`config.mk`:
```
export PLATFORM = sky130hd
export DESIGN_NAME = gate_act_sched
export DESIGN_NICKNAME = d
export VERILOG_FILES = /design/src/rtl/lstm_pkg.sv /design/src/rtl/sigmoid.sv /design/src/rtl/gate_act_sched.sv
export SDC_FILE = /design/constraint.sdc
export NUM_CORES = 1
export LEC_CHECK = 0
export ABC_AREA = 1
export BUFFER_PORTS_ARGS = -buffer_cell sky130_fd_sc_hd__buf_2
export CORE_MARGIN = 3
export CORE_UTILIZATION = 40
export DETAILED_ROUTE_END_ITERATION = 7
export GPL_TIMING_DRIVEN = 0
export PLACE_DENSITY_LB_ADDON = 0.15
export SYNTH_ARGS = -nofsm -noshare
export SYNTH_HDL_FRONTEND = slang
export SYNTH_SLANG_ARGS = --single-unit
```
`constraint.sdc`:
```
create_clock -name clk -period 8 [get_ports clk]
set_input_delay 1.2 -clock clk [delete_from_list [all_inputs] [get_ports clk]]
set_output_delay 1.2 -clock clk [all_outputs]
set_load 0.05 [all_outputs]
```
`src/rtl/lstm_pkg.sv`:
```
// lstm_pkg: shared data width, gate index and scheduler types for the LSTM activation path
package lstm_pkg;
    localparam int DWIDTH = 16;
    typedef enum logic [1:0] {GATE_I, GATE_F, GATE_O} gate_t;
    typedef enum logic {IDLE, BURST} state_t;
    typedef struct packed {
        logic  valid;
        gate_t tag;
        logic  last;
    } side_t;
endpackage

```
`src/rtl/sigmoid.sv`:
```
// sigmoid: piecewise-linear Q8.8 logistic function with LAT register stages
module sigmoid #(
    parameter int DWIDTH = 16,
    parameter int LAT = 2
) (
    input  logic              clk,
    input  logic              rst,
    input  logic [DWIDTH-1:0] x,
    output logic [DWIDTH-1:0] y
);
    logic [DWIDTH:0]   a;
    logic [8:0]        m;
    logic [DWIDTH-1:0] pipe [LAT];
    // |x| carries one extra bit so the most negative input cannot overflow
    assign a = x[DWIDTH-1] ? {1'b0, ~x} + 1'b1 : {1'b0, x};
    assign m = a >= 17'd1280 ? 9'd256 :
               a >= 17'd608  ? 9'(a >> 5) + 9'd216 :
               a >= 17'd256  ? 9'(a >> 3) + 9'd160 :
                               9'(a >> 2) + 9'd128;
    always_ff @(posedge clk or posedge rst)
        if (rst) begin
            for (int i = 0; i < LAT; i++) pipe[i] <= '0;
        end else begin
            pipe[0] <= x[DWIDTH-1] ? DWIDTH'(9'd256 - m) : DWIDTH'(m);
            for (int i = 1; i < LAT; i++) pipe[i] <= pipe[i-1];
        end
    assign y = pipe[LAT-1];
endmodule

```
`src/rtl/gate_act_sched.sv`:
```
// gate_act_sched: burst-locked round-robin sharing of one sigmoid among the LSTM gates
module gate_act_sched #(
    parameter int DWIDTH = lstm_pkg::DWIDTH,
    parameter int NREQ = 3,
    parameter int SIG_LAT = 2
) (
    input  logic                        clk,
    input  logic                        rst,
    input  logic [NREQ-1:0]             req_valid,
    input  logic [NREQ-1:0]             req_last,
    input  logic [NREQ-1:0][DWIDTH-1:0] req_data,
    output logic [NREQ-1:0]             req_ready,
    output logic                        res_valid,
    output logic [DWIDTH-1:0]           res_data,
    output logic [1:0]                  res_tag,
    output logic                        res_last,
    output logic                        busy
);
    import lstm_pkg::*;
    localparam int CW = $clog2(SIG_LAT + 2);
    state_t            st, st_n;
    gate_t             g, g_n, ptr, ptr_n, pick;
    logic [CW-1:0]     cnt;
    logic [DWIDTH-1:0] x, y;
    side_t             sb [SIG_LAT+1];
    logic              issue;
    assign issue = st == BURST && req_valid[g];
    // lowest offset from ptr wins, so scan from the far end down
    always_comb begin
        pick = ptr;
        for (int i = NREQ - 1; i >= 0; i--)
            if (req_valid[(int'(ptr) + i) % NREQ]) pick = gate_t'((int'(ptr) + i) % NREQ);
    end
    always_comb begin
        st_n = st;
        g_n = g;
        ptr_n = ptr;
        if (st == IDLE && |req_valid) begin
            st_n = BURST;
            g_n = pick;
        end
        if (issue && req_last[g]) begin
            st_n = IDLE;
            ptr_n = gate_t'((int'(g) + 1) % NREQ);
        end
    end
    always_ff @(posedge clk or posedge rst)
        if (rst) begin
            st <= IDLE;
            ptr <= GATE_I;
            g <= GATE_I;
            cnt <= '0;
            x <= '0;
            for (int i = 0; i <= SIG_LAT; i++) sb[i] <= side_t'('0);
        end else begin
            st <= st_n;
            ptr <= ptr_n;
            g <= g_n;
            cnt <= cnt + CW'(issue) - CW'(res_valid);
            if (issue) x <= req_data[g];
            sb[0] <= issue ? side_t'{1'b1, g, req_last[g]} : side_t'('0);
            for (int i = 1; i <= SIG_LAT; i++) sb[i] <= sb[i-1];
        end
    sigmoid #(.DWIDTH(DWIDTH), .LAT(SIG_LAT)) u_sig (.clk(clk), .rst(rst), .x(x), .y(y));
    assign req_ready = st == BURST ? NREQ'(1) << g : '0;
    assign res_valid = sb[SIG_LAT].valid;
    assign res_tag   = sb[SIG_LAT].tag;
    assign res_last  = sb[SIG_LAT].last;
    assign res_data  = res_valid ? y : '0;
    assign busy      = st == BURST || cnt != '0;
endmodule

```
=== Word level (Yosys, flattened, before mapping) ===
Index checks and enable logic that the tools add are counted.

* Flip-flop bits (word level): 67
* Bits of input ports: 56
* Output and inout bits: 24
* Word-level logic and storage cells: 75

* $add $sub $neg: 10
* Divide/modulo/power cells: 4
* Order comparisons: 7
* Shift operators: 1
* Multiplexer cells: 28
* Bitwise logic cells: 2
* Reduce and logical (&&, ||, !) cells: 7

{| class="wikitable"
|+ Operators by type and width
! cell !! number
|-
| 32-bit by 4-bit less-than comparator with 1-bit output, second input constant || 3
|-
| 32-bit by 3-bit modulo with 32-bit output, second input constant || 3
|-
| 16-bit two-way mux || 3
|-
| 16-bit binary-select mux with 2-bit select || 1
|-
| 3-bit by 3-bit modulo with 32-bit output, second input constant || 1
|-
| 9-bit by 8-bit adder with 9-bit output, second input constant || 3
|-
| 9-bit two-way mux || 3
|-
| 16-bit by 1-bit adder with 17-bit output, second input constant || 1
|-
| 17-bit by 10-bit greater-or-equal comparator with 1-bit output, second input constant || 1
|-
| 17-bit by 11-bit greater-or-equal comparator with 1-bit output, second input constant || 1
|-
| 17-bit by 9-bit greater-or-equal comparator with 1-bit output, second input constant || 1
|-
| 17-bit two-way mux || 1
|-
| 16-bit NOT || 1
|-
| 1-bit binary-select mux with 2-bit select || 5
|-
| 1-bit two-way mux || 10
|-
| 9-bit by 9-bit subtractor with 10-bit output, first input constant || 1
|-
| 2-bit by 1-bit adder with 3-bit output, second input constant || 2
|-
| 2-bit two-way mux || 3
|-
| 4-bit two-way mux || 1
|-
| 2-bit nonzero test || 2
|-
| 2-bit by 2-bit adder with 3-bit output, second input constant || 1
|-
| 1-bit logical AND || 3
|-
| 2-bit by 3-bit less-than comparator with 1-bit output, second input constant || 1
|-
| 3-bit two-way mux || 1
|-
| 6 further kinds || 6
|}

=== Logic depth before layout (Yosys ltp) ===
* Word-level depth: 9
* Gate-level depth with buffers: 25
* Depth with buffers taken out: 25

=== By module ===
From an unflattened synthesis, not the netlist that was laid out.

* Cell total of the unflattened synthesis: 586
* Area, all modules: 4,061.4 um^2

{| class="wikitable"
|+ Modules (own cells, without submodules)
! module !! instances !! cells each !! area an instance (um^2) !! sequential area each (um^2)
|-
| gate_act_sched || 1 || 283 || 2,072.0 || 875.8
|-
| sigmoid || 1 || 303 || 1,989.4 || 500.5
|}

=== Worst setup path after synthesis ===
Ideal clock, no wire load.

* Kind: register -> output
* Start point: register g[0]
* End point: output port req_ready[2]
* Arrival: 1,749 ps
* Required time: 6,800 ps
* Path slack: 5,051 ps
* Cell stages (with the launch flop): 8
* Path buffers: 3
* Cells stage by stage: dfrtp_1 > clkbuf_1 > inv_1 > clkbuf_1 > clkbuf_1 > ha_1 > nand2_1 > inv_1

* Word-level cells in the longest chain between the ends: 2

{| class="wikitable"
|+ Ends and longest elaborated chain
! item !! line !! source
|-
| start, declared || gate_act_sched.sv:22 || <nowiki>gate_t g, g_n, ptr, ptr_n, pick;</nowiki>
|-
| start signal, assigned || gate_act_sched.sv:58 || <nowiki>g <= g_n;</nowiki>
|-
| 1-bit by 2-bit << shifter with 3-bit output || gate_act_sched.sv:65 || <nowiki>assign req_ready = st == BURST ? NREQ'(1) << g : '0;</nowiki>
|-
| 3-bit two-way mux || gate_act_sched.sv:65 ||
|-
| end, declared || gate_act_sched.sv:12 || <nowiki>output logic [NREQ-1:0] req_ready,</nowiki>
|}

Every way passes these cells.

=== Final worst setup path ===
Ends and elaborated chain as after synthesis.

==> impl_metrics.toml <==
[run_status]
status = "complete, no violations"

[timing]
setup_tns_ns = 0
worst_pin_slew_ns = 0.536
rsz0062_at_grt = "no"
period_needed_ns = 3.69
relSlewSlack_pct = 64.3
setup_ws_ns = 4.31
finalHoldViolCount = 0
setup_violations = 0
skew_ns = 0.0118
slew_violations = 0
max_freq_ghz = 0.271
post-route-period-util_pct = 46.2

[pwr]
p_per_area_nw_per_um2 = 421
power_leakage_nw = 2.44
vdd_drop_max_mv = 0.196
total_power_mw = 1.91

[place]
portBuffers = 79
pre_cts_slack_ns = 4.61
place_inst = 750
gp_congestion = 0.853
place.detailed.hpwl_mm = 7.30

[synthesis]
ys_ff_latch = 55
synth.net_count = 613
syn_avg_cell_area_sq_um = 7.13
syn-cell-area_sq_um = 3860
syn_inst = 541
synth_fa_ha_area_share_pct = 5.19
synth_area_leaders = "dfrtp_1 36%, nand2_1 9.8%, nor2_1 8.2%"
synth-seq-area-share_pct = 35.7
synth-simple-area-share_pct = 36.1
synth_mux_area_share_pct = 0.259
synth_xor_area_share_pct = 2.76
synth.largest_area_cell = "dfrtp_1"
synth_cell_types = 35
synth_top_cell_area_share_pct = 35.7
synth_top_family_by_area = "simple AND/OR/NAND/NOR gates"
synth-compound-area-share_pct = 9.41
yosysWarningCount = 0

[setup_path]
worstPathRequired_ns = 6.80
cp.arrival_ns = 2.49
crit_start = "g[0]"
rr_startpoint = "x[1]"
crit_path_start_kind = "flip-flop"
r2r_slack_ns = 4.59
cp_max_fo = 11
critical_path_class = "reg2out"
cp-end-kind = "primary output"

[die]
die_area_sq_um = 10900
fp.dieH_um = 104
initial_core_util_pct = 41.4
dieWidth_um = 104
ioPinCount = 80
core-area_sq_um = 9330
core.rowCount = 35

[global_route]
use_met3_pct = 2.42
met2_usage_pct = 29.9
globalRouteTotalUtil_pct = 16.6
grt_pass1_wl_mm = 15.4
top_usage_layer = "met2"
grt_max_degree = 44
grt_pass1_vias = 3503
met1_usage_pct = 21.4
grt-ovfl-total = 0
antenna_found_initial = 0

[detailed_routing]
drt-total-wl_mm = 8.88
ant_nets = 0
first_pass_iters = 5
vias = 3570
wl_per_cell_um = 11.7
drc = 0
drt_iter0_markers = 131
viasPerCell = 4.71

[cts]
clock_latency_ns = 0.31
root_buffer = "clkbuf_8"
cts_sinks = 55
postCtsSetupBuffers = 0
cts_tree = "yes"
path_clk_slew_ns = 0.11
cts_buffers = 5
htreeDepth = 2
cts_hold_buf = 0
clk_path_buf_depth = 2
cts_resized = 0

[hold_path]
hold_class = "reg2reg"
min-delay-start = "sb[4]"

[final_layout]
nets = 700
drive_gt1_share_pct = 24.6
area_delta_synth_final_pct = 17.6
n_antenna_cell = 0
finalNonFillerCells = 758
num-fill-cells = 938

[run]
cap_violations = 0
cells by family after synthesis:
| family | Yosys count |
|---|---|
| and+or+nand+nor | 297 |
| muxes | 1 |
| DFF | 55 |
| buffers and inverters | 97 |
| adders and majority gates | 16 |
| xor gates and xnor gates | 10 |
| AOI/OAI and AO/OA | 65 |
power breakdown:
part / internal (mW) / switching [mW]
Combinational: 0.425 / 0.849
Clock: 0.0662 / 0.102
Sequential: 0.389 / 0.0780
Total: 0.881 / 1.03
per-layer routing:
metal  vias to the layer above  wire length (um)
li1                       1895                 -
met1                      1576              4160
met2                        95              4240
met3                         4               413
met4                         0                66
met5                         -                 0
synthesized netlist by cell type:
library cell,count
nor2_4,2
nand4_1,3
mux2i_1,1
nor3_1,6
buf_1,1
nor2_8,1
or2_1,1
nand3_1,56
nand2_1,101
buf_4,9
dfrtp_1,55
nand3_2,7
nand2_4,4
nor2_2,9
clkbuf_1,13
xor2_4,1
o21ai_0,33
a31oi_1,17
ha_1,16
inv_1,60
nor2_1,84
xor2_1,5
buf_2,2
o211ai_1,4
clkinv_1,1
nand3b_1,2
or3_1,1
xnor2_1,4
nand2_2,19
inv_2,10
a21oi_1,9
nor3_2,1
o31ai_1,1
o2111ai_1,1
buf_6,1
worst max-delay path, stage by stage, from the launching register on:
cell and delay, ns:
dfrtp_1 0.41, clkbuf_1 0.23, inv_1 0.15, clkbuf_1 0.32, clkbuf_1 0.47, ha_1 0.23, nand2_1 0.06, inv_1 0.06
buf_2 0.25
cells in the final DEF, fill, tap and decap left out, drive strengths merged:
master,Yosys,layout
nor2,96,96
o211ai,4,4
o31ai,1,1
nand3b,2,2
mux2i,1,1
nand4,3,3
clkinv,1,3
inv,70,71
clkbuf,13,18
nand2,124,124
a21oi,9,9
ha,16,16
o2111ai,1,1
buf,13,93
xor2,6,6
xnor2,4,4
o21ai,33,33
or2,1,1
a31oi,17,17
dfrtp,55,55
nor3,7,7
or3,1,1
nand3,63,63
final cells by class:
| cell class | count | area (sq um) | share of cell area [%] |
|---|---|---|---|
| multi-input combinational | 389 | 2070 | 45.7 |
| sequential | 55 | 1380 | 30.3 |
| timing repair buffer | 80 | 415 | 9.16 |
| inverter | 71 | 267 | 5.87 |
| tap | 129 | 161 | 3.56 |
| buffer | 26 | 141 | 3.12 |
| clock buffer | 5 | 68.8 | 1.52 |
| clock inverter | 3 | 33.8 | 0.745 |
final timing paths:
| path | to | cells past startpoint |
|---|---|---|
| max | req_ready[2] | 8 |
| min | res_last | 0 |
| max reg2reg | u_sig.pipe[22] | 24 |
| min reg2reg | res_last | 0 |
| max in group asynchronous | x[7] | 3 |
| min in group asynchronous | u_sig.y[0] | 2 |
state kept, by name (all words and copies together), names as in the netlist:
register / flops
ptr: 2
res_last: 1
st: 1
res_tag: 2
x: 16
res_valid: 1
u_sig.y: 10
u_sig.pipe: 10
sb: 8
g: 2
cnt: 2
per-stage QoR:
stage	instance area [sq um]	utilization (%)	hold WS, ns
3_3_place_gp	4410	47.3	0.331
4_1_cts	4540	48.6	0.346
5_1_grt	4540	48.6	0.363
2_1_floorplan	3860	-	0.331
6_report	4540	48.6	0.345
3_5_place_dp	4430	47.5	0.335
Power figures use the tool's default switching activity.
